`src/rtl/nlc_pkg.sv`:
```
// rtl/nlc_pkg.sv - shared constants and sequence lookup for the non-linear counter
package nlc_pkg;

    localparam int SEQ_LEN = 8;

    localparam logic [2:0] S0 = 3'b000;
    localparam logic [2:0] S1 = 3'b001;
    localparam logic [2:0] S2 = 3'b011;
    localparam logic [2:0] S3 = 3'b111;
    localparam logic [2:0] S4 = 3'b110;
    localparam logic [2:0] S5 = 3'b100;
    localparam logic [2:0] S6 = 3'b101;
    localparam logic [2:0] S7 = 3'b010;

    localparam logic [2:0] RESET_COUNT = S0;
    localparam logic [2:0] RESET_PHASE = 3'd0;

    // Sequence value expected at a given position; used to check count/phase agreement
    function automatic logic [2:0] seq_value(input logic [2:0] idx);
        logic [2:0] v;
        case (idx)
            3'd0:    v = S0;
            3'd1:    v = S1;
            3'd2:    v = S2;
            3'd3:    v = S3;
            3'd4:    v = S4;
            3'd5:    v = S5;
            3'd6:    v = S6;
            default: v = S7;
        endcase
        return v;
    endfunction

endpackage

```
`src/rtl/non_linear_counter_if.sv`:
```
// rtl/non_linear_counter_if.sv - current-state / next-state bundle between register and mapping logic
interface nlc_if;
    logic [2:0] count;
    logic [2:0] next_count;
    logic [2:0] next_phase;
    logic       next_wrap;

    modport master (output count, input next_count, next_phase, next_wrap);
    modport slave  (input count, output next_count, next_phase, next_wrap);
endinterface

```
`src/rtl/nlc_next_state.sv`:
```
// rtl/nlc_next_state.sv - combinational count -> next count/phase/wrap mapping
module nlc_next_state
    import nlc_pkg::*;
(
    nlc_if.slave ns
);

    // Table lookup on the current count; wrap flags the S7 -> S0 step
    always_comb begin
        ns.next_count = RESET_COUNT;
        ns.next_phase = RESET_PHASE;
        ns.next_wrap  = 1'b0;
        case (ns.count)
            S0: begin ns.next_count = S1; ns.next_phase = 3'd1; end
            S1: begin ns.next_count = S2; ns.next_phase = 3'd2; end
            S2: begin ns.next_count = S3; ns.next_phase = 3'd3; end
            S3: begin ns.next_count = S4; ns.next_phase = 3'd4; end
            S4: begin ns.next_count = S5; ns.next_phase = 3'd5; end
            S5: begin ns.next_count = S6; ns.next_phase = 3'd6; end
            S6: begin ns.next_count = S7; ns.next_phase = 3'd7; end
            S7: begin ns.next_count = S0; ns.next_phase = 3'd0; ns.next_wrap = 1'b1; end
            default: ;
        endcase
    end

endmodule

```
`src/rtl/non_linear_counter.sv`:
```
// rtl/non_linear_counter.sv - 8-state non-linear counter with phase index and wrap pulse
module non_linear_counter #(
    parameter int SEQ_LEN = 8
) (
    input  logic       clk,
    input  logic       reset,
    output logic [2:0] count,
    output logic [2:0] phase,
    output logic       wrap
);

    import nlc_pkg::*;

    // The sequence table is hard-wired to eight entries
    if (SEQ_LEN != nlc_pkg::SEQ_LEN) begin : g_bad_seq_len
        $error("non_linear_counter: SEQ_LEN must be 8");
    end

    nlc_if ns_bus ();

    assign ns_bus.count = count;

    nlc_next_state u_next_state (
        .ns (ns_bus)
    );

    // phase must point at the table entry that equals count; anything else is an upset
    logic consistent;
    assign consistent = (seq_value(phase) == count);

    // State register: async clear, resynchronise to S0 on inconsistency, otherwise step
    always_ff @(posedge clk or negedge reset) begin
        if (!reset) begin
            count <= RESET_COUNT;
            phase <= RESET_PHASE;
            wrap  <= 1'b0;
        end else if (!consistent) begin
            count <= RESET_COUNT;
            phase <= RESET_PHASE;
            wrap  <= 1'b0;
        end else begin
            count <= ns_bus.next_count;
            phase <= ns_bus.next_phase;
            wrap  <= ns_bus.next_wrap;
        end
    end

endmodule

```
`config.mk`:
```
export PLATFORM = sky130hd
export DESIGN_NAME = non_linear_counter
export DESIGN_NICKNAME = d
export VERILOG_FILES = /design/src/rtl/nlc_pkg.sv /design/src/rtl/non_linear_counter_if.sv /design/src/rtl/nlc_next_state.sv /design/src/rtl/non_linear_counter.sv
export SDC_FILE = /design/constraint.sdc
export NUM_CORES = 1
export LEC_CHECK = 0
export ABC_AREA = 1
export CAP_MARGIN = 20
export CORE_UTILIZATION = 30
export DETAILED_ROUTE_END_ITERATION = 8
export PLACE_DENSITY = 0.57
export SLEW_MARGIN = 20
export SYNTH_ARGS = -nofsm -noshare
export SYNTH_HDL_FRONTEND = slang
export SYNTH_HIERARCHICAL = 1
export SYNTH_SLANG_ARGS = --single-unit
```
`constraint.sdc`:
```
create_clock -name clk -period 1 [get_ports clk]
set_input_delay 0.15 -clock clk [delete_from_list [all_inputs] [get_ports clk]]
set_output_delay 0.15 -clock clk [all_outputs]
set_load 0.02 [all_outputs]
```
After elaboration in Yosys (flattened, before gate mapping)
Index checks and enable logic that the tools add are counted.

Equal/unequal tests: 14. Multiplexer cells: 7. Reductions and logical operators: 2.

Operator list (number): 3-bit case mux with 8 select lines (2); 3-bit == test (second input constant) (7); 3-bit case mux with 7 select lines (1); 3-bit by 2-bit == test with 1-bit output (second input constant) (4); 3-bit by 1-bit == test with 1-bit output (second input constant) (2); 3-bit logical NOT (2); 3-bit 2-to-1 mux (2); 3-bit == test (1); 1-bit 2-to-1 mux (2).

Bits in registers: 7. Input bits: 2. Output and inout port bits: 7.

Depth between registers and ports, before layout
Depth after elaboration: 4. Depth in mapped cells: 7. Depth with buffers taken out: 7.

By module
Netlist, hierarchy kept.

By module, submodules not included: non_linear_counter (times used 1, cells each 49, area each 431.7 µm², seq. area each 175.2 µm²); nlc_next_state (times used 1, cells each 15, area each 62.6 µm², seq. area each 0.0 µm²).

Worst setup path before layout
Ideal clock, no wire load.

Path kind: register to register. From: reg count[2]. To: reg phase[0]. Library setup time: 0.080 ns. Arrival: 1.058 ns. Slack: -0.138 ns. Cell stages (with the launch flop): 7. Clock period less this slack: 1.138 ns. Path through: dfrtp_1 -> inv_1 -> nand2_1 -> nand2_2 -> nand2_2 -> nand2_4 -> nor3_2.

Longest elaborated chain between the ends: 3. Elaborated cells between the ends (all ways): 11. Those cells by class: eq/ne: 8; mux: 2; reduce/logical: 1.

Ends and longest elaborated chain: start: declaration (line non_linear_counter.sv:7) `output logic [2:0] count,`; start signal: assignment (line non_linear_counter.sv:42) `count <= ns_bus.next_count;`; 3-bit by 2-bit == test with 1-bit output, or another cell as far along (line nlc_next_state.sv:13) `case (ns.count)`; 3-bit case mux with 8 select lines (line nlc_next_state.sv:13); 3-bit 2-to-1 mux * (line non_linear_counter.sv:37) `end else if (!consistent) begin`; end signal: assignment (line non_linear_counter.sv:43) `phase <= ns_bus.next_phase;`; end: declaration (line non_linear_counter.sv:8) `output logic [2:0] phase,`.

Every way passes the cells marked *; elsewhere a longest branch is shown, timed or not.

Worst setup path after layout
From: reg count[0]. To: reg phase[0].

Longest elaborated chain between the ends: 3. Elaborated cells between the ends (all ways): 11. Those cells by class: eq/ne: 8; mux: 2; reduce/logical: 1.

Ends and longest elaborated chain: 3-bit by 2-bit == test with 1-bit output, or another cell as far along (line nlc_next_state.sv:13); 3-bit case mux with 8 select lines * (line nlc_next_state.sv:13); named net ns_bus.next_phase[0] (line non_linear_counter_if.sv:5) `logic [2:0] next_phase;`; 3-bit 2-to-1 mux * (line non_linear_counter.sv:37).

The timed path passes the listed nets; every way through them passes the cells marked *.

==> results.py <==
metrics = {
    "logic_synthesis": {
        "ys_types": 14,
        "yosysSeqAreaShare": 0.354,
        "syn_avg_cell_area_sq_um": 7.72,
        "yosys_register_bits": 7,
        "synth.top_cell.area_share": 0.354,
        "synthTopCellsByArea": "dfrtp_1, nor3_2, inv_1, nand2_1, nand2_2",
        "synth_largest_area_cell": "dfrtp_1",
        "async_reset_ff_frac": 1.00,
        "synthTopCellsByCount": "inv_1, nand2_1, dfrtp_1, nor3_2, nand2_2",
        "synth-edff-count": 0,
        "yosysWarnings": 6,
        "synthesis.area_sq_um": 494,
        "synth_nets": 66,
        "synthCells": 64,
        "synth-main-ff-cell": "dfrtp_1",
        "yosysMostFrequentCell": "inv_1",
    },
    "place": {
        "dpl.hpwl_um": 685,
        "dp.cells": 91,
        "gp_congestion": 0.671,
        "io_buffers": 8,
        "pre_cts_ws_ps": -142,
    },
    "timing": {
        "rsz0062_at_grt": "yes",
        "slew_headroom": 0.792,
        "setup_viol": 7,
        "period_minus_slack_ps": 1090,
        "max_slew.worst_pin.slew_ps": 311,
        "finClkSkew_ps": 0.519,
        "hold_slack_ps": 158,
        "max_freq_ghz": 0.919,
        "drv_slew": 0,
        "fin_ws_ps": -88.1,
        "finalHoldViolations": 0,
        "post-route-period-util": 1.09,
    },
    "setup_path": {
        "crit_arrival_ps": 1260,
        "path_common_cell": "nand2_1",
        "critPathLaunchType": "flop",
        "cp-end-kind": "flop",
        "cp_max_fo": 4,
        "cp.required_ps": 1170,
        "path_cells": "buf_4, inv_2, nand2_1, nand2_1, nand2_1, nand2_1, inv_1, nor3_2",
        "crit_path_top_delay_cell": "dfrtp_2",
        "critPathMaxStageDelay_ps": 410,
        "crit_type": "reg2reg",
    },
    "drt": {
        "post_drt_wl_per_cell_um": 8.65,
        "via_count": 419,
        "drt-pass1-iter-count": 3,
        "drc": 0,
        "vias_per_cell": 4.41,
        "wl_um": 822,
        "antenna_left": 0,
        "drtIter0Drc": 1,
    },
    "pwr": {
        "power_density_nw_per_um2": 815,
        "power.total_uw": 547,
        "max-vdd-ir-drop_mv": 0.387,
        "p_leak_nw": 0.327,
    },
    "worst_hold_path": {
        "hold_class": "in2async",
    },
    "grt": {
        "grt-busiest-layer": "met2",
        "met2_usage": 0.175,
        "grt_use_met1": 0.134,
        "use_met3": 0.0259,
        "antenna_found_initial": 0,
        "grt_overflow": 0,
        "grt_pass1_vias": 373,
        "grt_first_pass_wirelength_um": 1500,
        "grt_usage": 0.120,
        "grt_max_degree": 8,
    },
    "job": {
        "drv_cap": 0,
    },
    "clocking": {
        "cts_buffers": 3,
        "path_clk_slew_ps": 50,
        "insertion_delay_ps": 250,
        "cts_setup_buffers": 0,
        "htree_num_levels": 1,
        "cts_root_buffer": "clkbuf_4",
        "cts_tree": "built",
        "cts_hold_buffers": 0,
        "cts_sinks": 7,
        "clockBufferDepth": 2,
    },
    "die": {
        "start_util": 0.324,
        "rows": 14,
        "boundaryPins": 9,
        "core-area_sq_um": 1520,
        "die_w_um": 42.6,
        "die_h_um": 42.6,
        "dieArea_sq_um": 1810,
    },
    "final_layout": {
        "fin_util": 0.441,
        "layout.cells.non_filler": 95,
        "fin_nets": 82,
        "drive_gt1_frac": 0.557,
        "syn_to_final_growth_pct": 35.9,
        "n_antenna_cell": 0,
    },
    "status": {
        "violations": "setup timing",
        "outcome": "finished with violations",
    },
}
[metal layers]
| layer | wire length [um] | vias up | part of all wire |
|---|---|---|---|
| li1 | - | 222 | - |
| met1 | 379 | 189 | 0.46 |
| met2 | 420 | 8 | 0.51 |
| met3 | 22 | 0 | 0.027 |
| met4 | 0 | 0 | 0 |
| met5 | 0 | - | 0 |
[flip-flops by register name (all words and copies together) (netlist names)]
| name | flops |
|---|---|
| wrap | 1 |
| count | 3 |
| phase | 3 |
[final timing paths]
path / from / to / slack, ps / depth (start not counted)
setup / recovery: count[0]$_DFF_PN0_ / phase[0]$_DFF_PN0_ / -90 / 8
hold / removal: reset / wrap$_DFF_PN0_ / 160 / 1
setup reg to reg: count[0]$_DFF_PN0_ / phase[0]$_DFF_PN0_ / -90 / 8
hold reg to reg: count[2]$_DFF_PN0_ / wrap$_DFF_PN0_ / 680 / 4
max in group asynchronous: reset / phase[0]$_DFF_PN0_ / 590 / 1
min in group clk: count[2]$_DFF_PN0_ / wrap$_DFF_PN0_ / 680 / 4
[area by class of cell]
type / count / area (sq um)
Tap cell: 16 / 20.0
Inverter: 16 / 62.6
Timing Repair Buffer: 13 / 114
Multi-Input combinational cell: 39 / 267
Clock buffer: 4 / 26.3
Fill cell: 167 / 852
Sequential cell: 7 / 183
[timing repair]
| action | CTS | global route |
|---|---|---|
| setup endpoints to repair | 14 | 12 |
| resized for setup | 32 | 9 |
| endpoints found under the hold margin | 0 | 0 |
| pin swaps | 2 | 0 |
[cell families after synthesis]
group	after synthesis	share of synthesized area
simple gates	36	0.478
compound gates	3	0.0304
flops	7	0.354
buf+inv	18	0.137
[worst max-delay path: cells and delay by family (launching register included)]
kind | cells | cell delay [ps]
buffers and inverters | 3 | 240
DFF | 1 | 410
and+or+nand+nor | 5 | 360
[metrics by stage]
step,setup TNS (ps),cell area (sq um)
global route,-1160,672
finish,-536,672
detailed placement,-1390,637
CTS,-661,644
floorplan,-145,507
global placement,-1360,637
[layout by cell type, fill, tap and decap left out, drive strengths merged]
master,netlist,layout
buf,0,12
nor2,1,1
nor3,8,8
clkdlybuf4s50,0,1
dfrtp,7,7
nand3,3,3
clkbuf,2,4
inv,16,16
o21ai,3,3
nand2,22,22
nand3b,2,2
[power breakdown]
| group | leakage [nW] | switching (mW) | internal, mW |
|---|---|---|---|
| registers | 0.0819 | 0 | 0.283 |
| clock network | 0.0150 | 0.103 | 0.152 |
| logic | 0.230 | 0.00513 | 0.00346 |
(Power assumes the default switching activity.)
